--- config.mk ---
export PLATFORM = sky130hd
export DESIGN_NAME = mem_arbiter_ctrl
export DESIGN_NICKNAME = d
export VERILOG_FILES = /design/src/rtl/mem_arbiter_ctrl.sv
export SDC_FILE = /design/constraint.sdc
export NUM_CORES = 1
export LEC_CHECK = 0
export BUFFER_PORTS_ARGS = -buffer_cell sky130_fd_sc_hd__buf_2
export CORE_MARGIN = 2
export CORE_UTILIZATION = 51
export DETAILED_ROUTE_END_ITERATION = 8
export HOLD_SLACK_MARGIN = 0.02
export PLACE_DENSITY = 0.85
export SETUP_SLACK_MARGIN = 0.1
export SYNTH_ARGS = -nofsm -noshare
export SYNTH_HDL_FRONTEND = slang
export SYNTH_SLANG_ARGS = --single-unit
--- constraint.sdc ---
create_clock -name clk -period 2.1 [get_ports clk]
set_input_delay 0.21 -clock clk [delete_from_list [all_inputs] [get_ports clk]]
set_output_delay 0.21 -clock clk [all_outputs]
set_load 0.005 [all_outputs]
--- src/rtl/mem_arbiter_ctrl.sv ---
// Two-state arbiter that grants one cache port at a time to the shared L2 port.
// Policy: fixed priority by default, round robin when ARB_ROUND_ROBIN_EN is defined.
module mem_arbiter_ctrl #(
  parameter int NUM_PORTS = 2,
  parameter int TIMEOUT   = 255
) (
  input  logic                         clk,
  input  logic                         rst,
  input  logic [NUM_PORTS-1:0]         pmem_read,
  input  logic [NUM_PORTS-1:0]         pmem_write,
  input  logic                         l2_resp,
  output logic [NUM_PORTS-1:0]         service,
  output logic [$clog2(NUM_PORTS)-1:0] grant_idx,
  output logic [NUM_PORTS-1:0]         resp,
  output logic                         l2_read,
  output logic                         l2_write,
  output logic                         busy,
  output logic                         timeout_err
);

  localparam int IDX_W = $clog2(NUM_PORTS);

  typedef enum logic {
    IDLE    = 1'b0,
    SERVICE = 1'b1
  } state_t;

  state_t               state_reg, state_next;
  logic [NUM_PORTS-1:0] service_reg, service_next;
  logic [IDX_W-1:0]     grant_idx_reg, grant_idx_next;
  logic [NUM_PORTS-1:0] req_vec;
  logic                 win_valid;
  logic [IDX_W-1:0]     win_idx;
  logic                 grant_fire;
  logic                 done_fire;

  assign req_vec = pmem_read | pmem_write;

`ifdef ARB_ROUND_ROBIN_EN
  logic [IDX_W-1:0] rr_ptr_reg, rr_ptr_next;
  logic             hi_valid, lo_valid;
  logic [IDX_W-1:0] hi_idx, lo_idx;

  // Lowest requester above the pointer wins; otherwise wrap to the lowest at or below it.
  always_comb begin
    hi_valid = 1'b0;
    lo_valid = 1'b0;
    hi_idx   = '0;
    lo_idx   = '0;
    for (int i = NUM_PORTS - 1; i >= 0; i--) begin
      if (req_vec[i]) begin
        if (IDX_W'(i) > rr_ptr_reg) begin
          hi_valid = 1'b1;
          hi_idx   = IDX_W'(i);
        end else begin
          lo_valid = 1'b1;
          lo_idx   = IDX_W'(i);
        end
      end
    end
    win_valid = hi_valid | lo_valid;
    win_idx   = hi_valid ? hi_idx : lo_idx;
  end

  always_comb begin
    rr_ptr_next = rr_ptr_reg;
    if (grant_fire) begin
      rr_ptr_next = win_idx;
    end
  end

  always_ff @(posedge clk or posedge rst) begin
    if (rst) begin
      rr_ptr_reg <= IDX_W'(NUM_PORTS - 1);
    end else begin
      rr_ptr_reg <= rr_ptr_next;
    end
  end
`else
  // Port 0 (data cache) always has the highest priority.
  always_comb begin
    win_valid = 1'b0;
    win_idx   = '0;
    for (int i = NUM_PORTS - 1; i >= 0; i--) begin
      if (req_vec[i]) begin
        win_valid = 1'b1;
        win_idx   = IDX_W'(i);
      end
    end
  end
`endif

  always_ff @(posedge clk or posedge rst) begin
    if (rst) begin
      state_reg     <= IDLE;
      service_reg   <= '0;
      grant_idx_reg <= '0;
    end else begin
      state_reg     <= state_next;
      service_reg   <= service_next;
      grant_idx_reg <= grant_idx_next;
    end
  end

  always_comb begin
    state_next     = state_reg;
    service_next   = service_reg;
    grant_idx_next = grant_idx_reg;
    grant_fire     = 1'b0;
    done_fire      = 1'b0;
    busy           = 1'b0;
    l2_read        = 1'b0;
    l2_write       = 1'b0;
    case (state_reg)
      IDLE: begin
        if (win_valid) begin
          state_next     = SERVICE;
          service_next   = NUM_PORTS'(1) << win_idx;
          grant_idx_next = win_idx;
          grant_fire     = 1'b1;
        end
      end
      SERVICE: begin
        busy     = 1'b1;
        l2_read  = pmem_read[grant_idx_reg];
        l2_write = pmem_write[grant_idx_reg];
        if (l2_resp) begin
          done_fire      = 1'b1;
          state_next     = IDLE;
          service_next   = '0;
          grant_idx_next = '0;
        end
      end
      default: begin
        state_next     = IDLE;
        service_next   = '0;
        grant_idx_next = '0;
      end
    endcase
  end

  assign service   = service_reg;
  assign grant_idx = grant_idx_reg;

  generate
    for (genvar gi = 0; gi < NUM_PORTS; gi++) begin : g_resp
      assign resp[gi] = done_fire & service_reg[gi];
    end
  endgenerate

  generate
    if (TIMEOUT == 0) begin : g_wd_off
      assign timeout_err = 1'b0;
    end else begin : g_wd_on
      localparam int WD_W = $clog2(TIMEOUT + 1);

      logic [WD_W-1:0] wd_cnt_reg, wd_cnt_next;
      logic            timeout_reg, timeout_next;

      // Flag rises on the same edge the counter lands on TIMEOUT.
      always_comb begin
        wd_cnt_next  = wd_cnt_reg;
        timeout_next = timeout_reg;
        if (grant_fire) begin
          wd_cnt_next = '0;
        end else if (state_reg == SERVICE && !l2_resp &&
                     wd_cnt_reg != WD_W'(TIMEOUT)) begin
          wd_cnt_next = wd_cnt_reg + WD_W'(1);
        end
        if (wd_cnt_next == WD_W'(TIMEOUT)) begin
          timeout_next = 1'b1;
        end
      end

      always_ff @(posedge clk or posedge rst) begin
        if (rst) begin
          wd_cnt_reg  <= '0;
          timeout_reg <= 1'b0;
        end else begin
          wd_cnt_reg  <= wd_cnt_next;
          timeout_reg <= timeout_next;
        end
      end

      assign timeout_err = timeout_reg;
    end
  endgenerate

endmodule

==> metrics.txt <==
Max Clk Rate=0.531 GHz; CTS tree=yes; Netlist cell types=35; Cell Chain, Critical Path=ha_1, nand4b_1, a211oi_2, mux2i_1, and4_4, a41o_1; largest stage delay on the critical path=about 0.43 ns; area of the core=1300 sq um; Async SR Flop Fraction=1.00; cell family with most CP delay=simple AND/OR/NAND/NOR gates; Final Setup Violations=0; top post-synthesis cells by area=dfrtp_1 42%, mux2i_1 5.6%, and4_4 3.2%; WHS=approximately 0.17 ns; Critical R2R Launch=g_wd_on.wd_cnt_reg[0]$_DFF_PP0_; endpoints failing hold=0; initial antenna violation count=0; Reg2Reg Setup Slack=roughly 0.22 ns; most frequent cells in the layout=15 x buf_2, 12 x dfrtp_1; vias in the first global route=~590; placement-stage cell area=slightly below 800 sq um; Startpoint Class=register; synth-to-layout area growth=15.9%; Port Buffers=15; CP arrival=around 2.1 ns; gpl congestion=~0.84; DIE WIDTH=41.4 um; Starting Density=0.549; register bit total from synthesis=12; slew margin rel.=0.705; Register-to-Register Path Depth=6; Clk Latency, worst-skew pair=~0.27 ns; synthesized instance count=between 70 and 80; # diodes=0; post-route setup TNS=0 ns; Hold Path Stages=2; min-delay src=pmem_read[0]; Buf/Inv on CP=0; CTS buffer count=3; Top FF cell, synth=dfrtp_1; CTS Root Cell=clkbuf_4; average wire per cell in the routed design=approximately 15 um; Setup CP Type=register to register; reg-to-reg endpoint=timeout_err$_DFFE_PP0N_; postcts setup bufs=0; RSZ-0062 raised after global routing=false; DR pass1 iterations=4; syn_area_per_cell=about 10 sq um; commonest non-fill, non-tap cell in the layout=buf_2; CTS clk-pin slew, worst paths=about 0.070 ns; post-synth top area cell=dfrtp_1; largest net degree at the start of global routing=14; sequential area share after synthesis=0.420; HPWL Detailed=between 1 and 1.5 mm; warnings from Yosys=0; run status=finished, final reports clean; Worst Setup End Kind=register; gr ovfl total=0; Tightest Pin Transition=0.443 ns; DRT Wirelength=approximately 1.5 mm; Max VDD drop=0.551 mV; Leak=about 0.37 nW; vias=roughly 650; hold_buf cts=1; critical-path maximum fanout=4; Residual DRC=0; Row Count=13; fin crit period=about 1.9 ns; slowest cell on the critical path=dfrtp_1; Synth top area share=0.420; EDFF count, synth=0; Fin Clk Skew=0.00605 ns; die area=1720 sq um; core occupancy in the finished layout=0.637; max-slew violation count=0; Antenna Nets Post-Route=0; H-tree Lvls=1; Initial DRC Count=20; setup ws final=around 0.22 ns; first-pass GRT wire length=around 2.5 mm; Cell Area, Synth=714 sq um; part of the cycle the worst path needs=0.897; Hold EP=service[1]$_DFFE_PP0P_; clock buffer depth=2; Max Cap Viol=0; I/O pins=16; pwr/cell area=about 840 nW/um^2; # clock sinks=12; # resized after CTS=0; multi-input logic area=between 300 and 400 sq um; fillcell total=115; total track usage=0.187; Largest register FFs=8; syn_nets=between 70 and 80; final instance area=828 sq um; Worst EP required=around 2.3 ns; worst hold path class=input port to register; Sequential Area=between 300 and 400 sq um; die span in y=~41 um; share of cells above drive strength 1=0.307; Vias/cell=6.33; Setup WS pre-CTS=roughly 0.26 ns; Final #Nets=98
-- worst register-to-register path, cell delays in order (launching register included) --
cell and delay (ns):
dfrtp_1 0.43, ha_1 0.24, nand4b_1 0.22, a211oi_2 0.27, mux2i_1 0.26, and4_4 0.24, a41o_1 0.16
-- cell families after synthesis --
family,Yosys count,synth area share
DFF,12,0.420
muxes,4,0.0560
adders and majority gates,1,0.0175
buffers and inverters,5,0.0333
AOI/OAI and AO/OA,17,0.175
and+or+nand+nor,31,0.285
xor gates and xnor gates,1,0.0123
-- Yosys cell counts, types with 2 or more instances --
| library cell | n |
|---|---|
| nor3_1 | 2 |
| nor2_1 | 4 |
| o21ai_0 | 3 |
| mux2i_1 | 4 |
| nor2b_1 | 2 |
| nand2_1 | 4 |
| o41ai_1 | 2 |
| inv_1 | 3 |
| and3_1 | 2 |
| nand3_1 | 4 |
| a21oi_1 | 4 |
| and4_4 | 2 |
| dfrtp_1 | 12 |
| o211ai_1 | 2 |
-- worst max path at each step --
| stage | startpoint | to | slack (ns) | depth (start not counted) |
|---|---|---|---|---|
| 2_1_floorplan | g_wd_on.wd_cnt_reg[0]$_DFF_PP0_ | timeout_err$_DFFE_PP0N_ | 0.43 | 6 |
| 5_1_grt | g_wd_on.wd_cnt_reg[0]$_DFF_PP0_ | timeout_err$_DFFE_PP0N_ | 0.13 | 6 |
| 4_1_cts | g_wd_on.wd_cnt_reg[0]$_DFF_PP0_ | timeout_err$_DFFE_PP0N_ | 0.25 | 6 |
| 6_report | g_wd_on.wd_cnt_reg[0]$_DFF_PP0_ | timeout_err$_DFFE_PP0N_ | 0.22 | 6 |
| 3_3_place_gp | g_wd_on.wd_cnt_reg[0]$_DFF_PP0_ | timeout_err$_DFFE_PP0N_ | 0.36 | 6 |
| 3_5_place_dp | g_wd_on.wd_cnt_reg[0]$_DFF_PP0_ | timeout_err$_DFFE_PP0N_ | 0.26 | 6 |
-- metrics by stage --
| step | std cells | power, W |
|---|---|---|
| 2_1_floorplan | 71 | 0.000480 |
| 3_3_place_gp | 99 | 0.000551 |
| 3_5_place_dp | 99 | 0.000562 |
| 4_1_cts | 103 | 0.000699 |
| 5_1_grt | 103 | 0.000737 |
| 6_report | 103 | 0.000695 |
-- layer usage --
layer | global-route usage | wire length, um | vias to the layer above
met5 | 0 | 0 | -
li1 | - | - | 308
met2 | 0.313 | 764 | 22
met1 | 0.230 | 672 | 317
met3 | 0.0435 | 76 | 5
met4 | 0.0774 | 21 | 0
-- where the power goes --
group          internal, W  total (W)  leakage, nW  switching, W
sequential        0.000270   0.000338        0.161     0.0000675
combinational     0.000108   0.000223        0.200      0.000115
clock            0.0000663   0.000134       0.0138     0.0000679
-- cell type report --
class	instances	share of cell area
Tap cell	15	0.0227
Multi-Input combinational cell	54	0.471
Inverter	3	0.0136
Clock buffer	3	0.0272
Timing Repair Buffer	16	0.103
Sequential cell	12	0.363
Note: power is estimated with default switching activity, not from simulation.
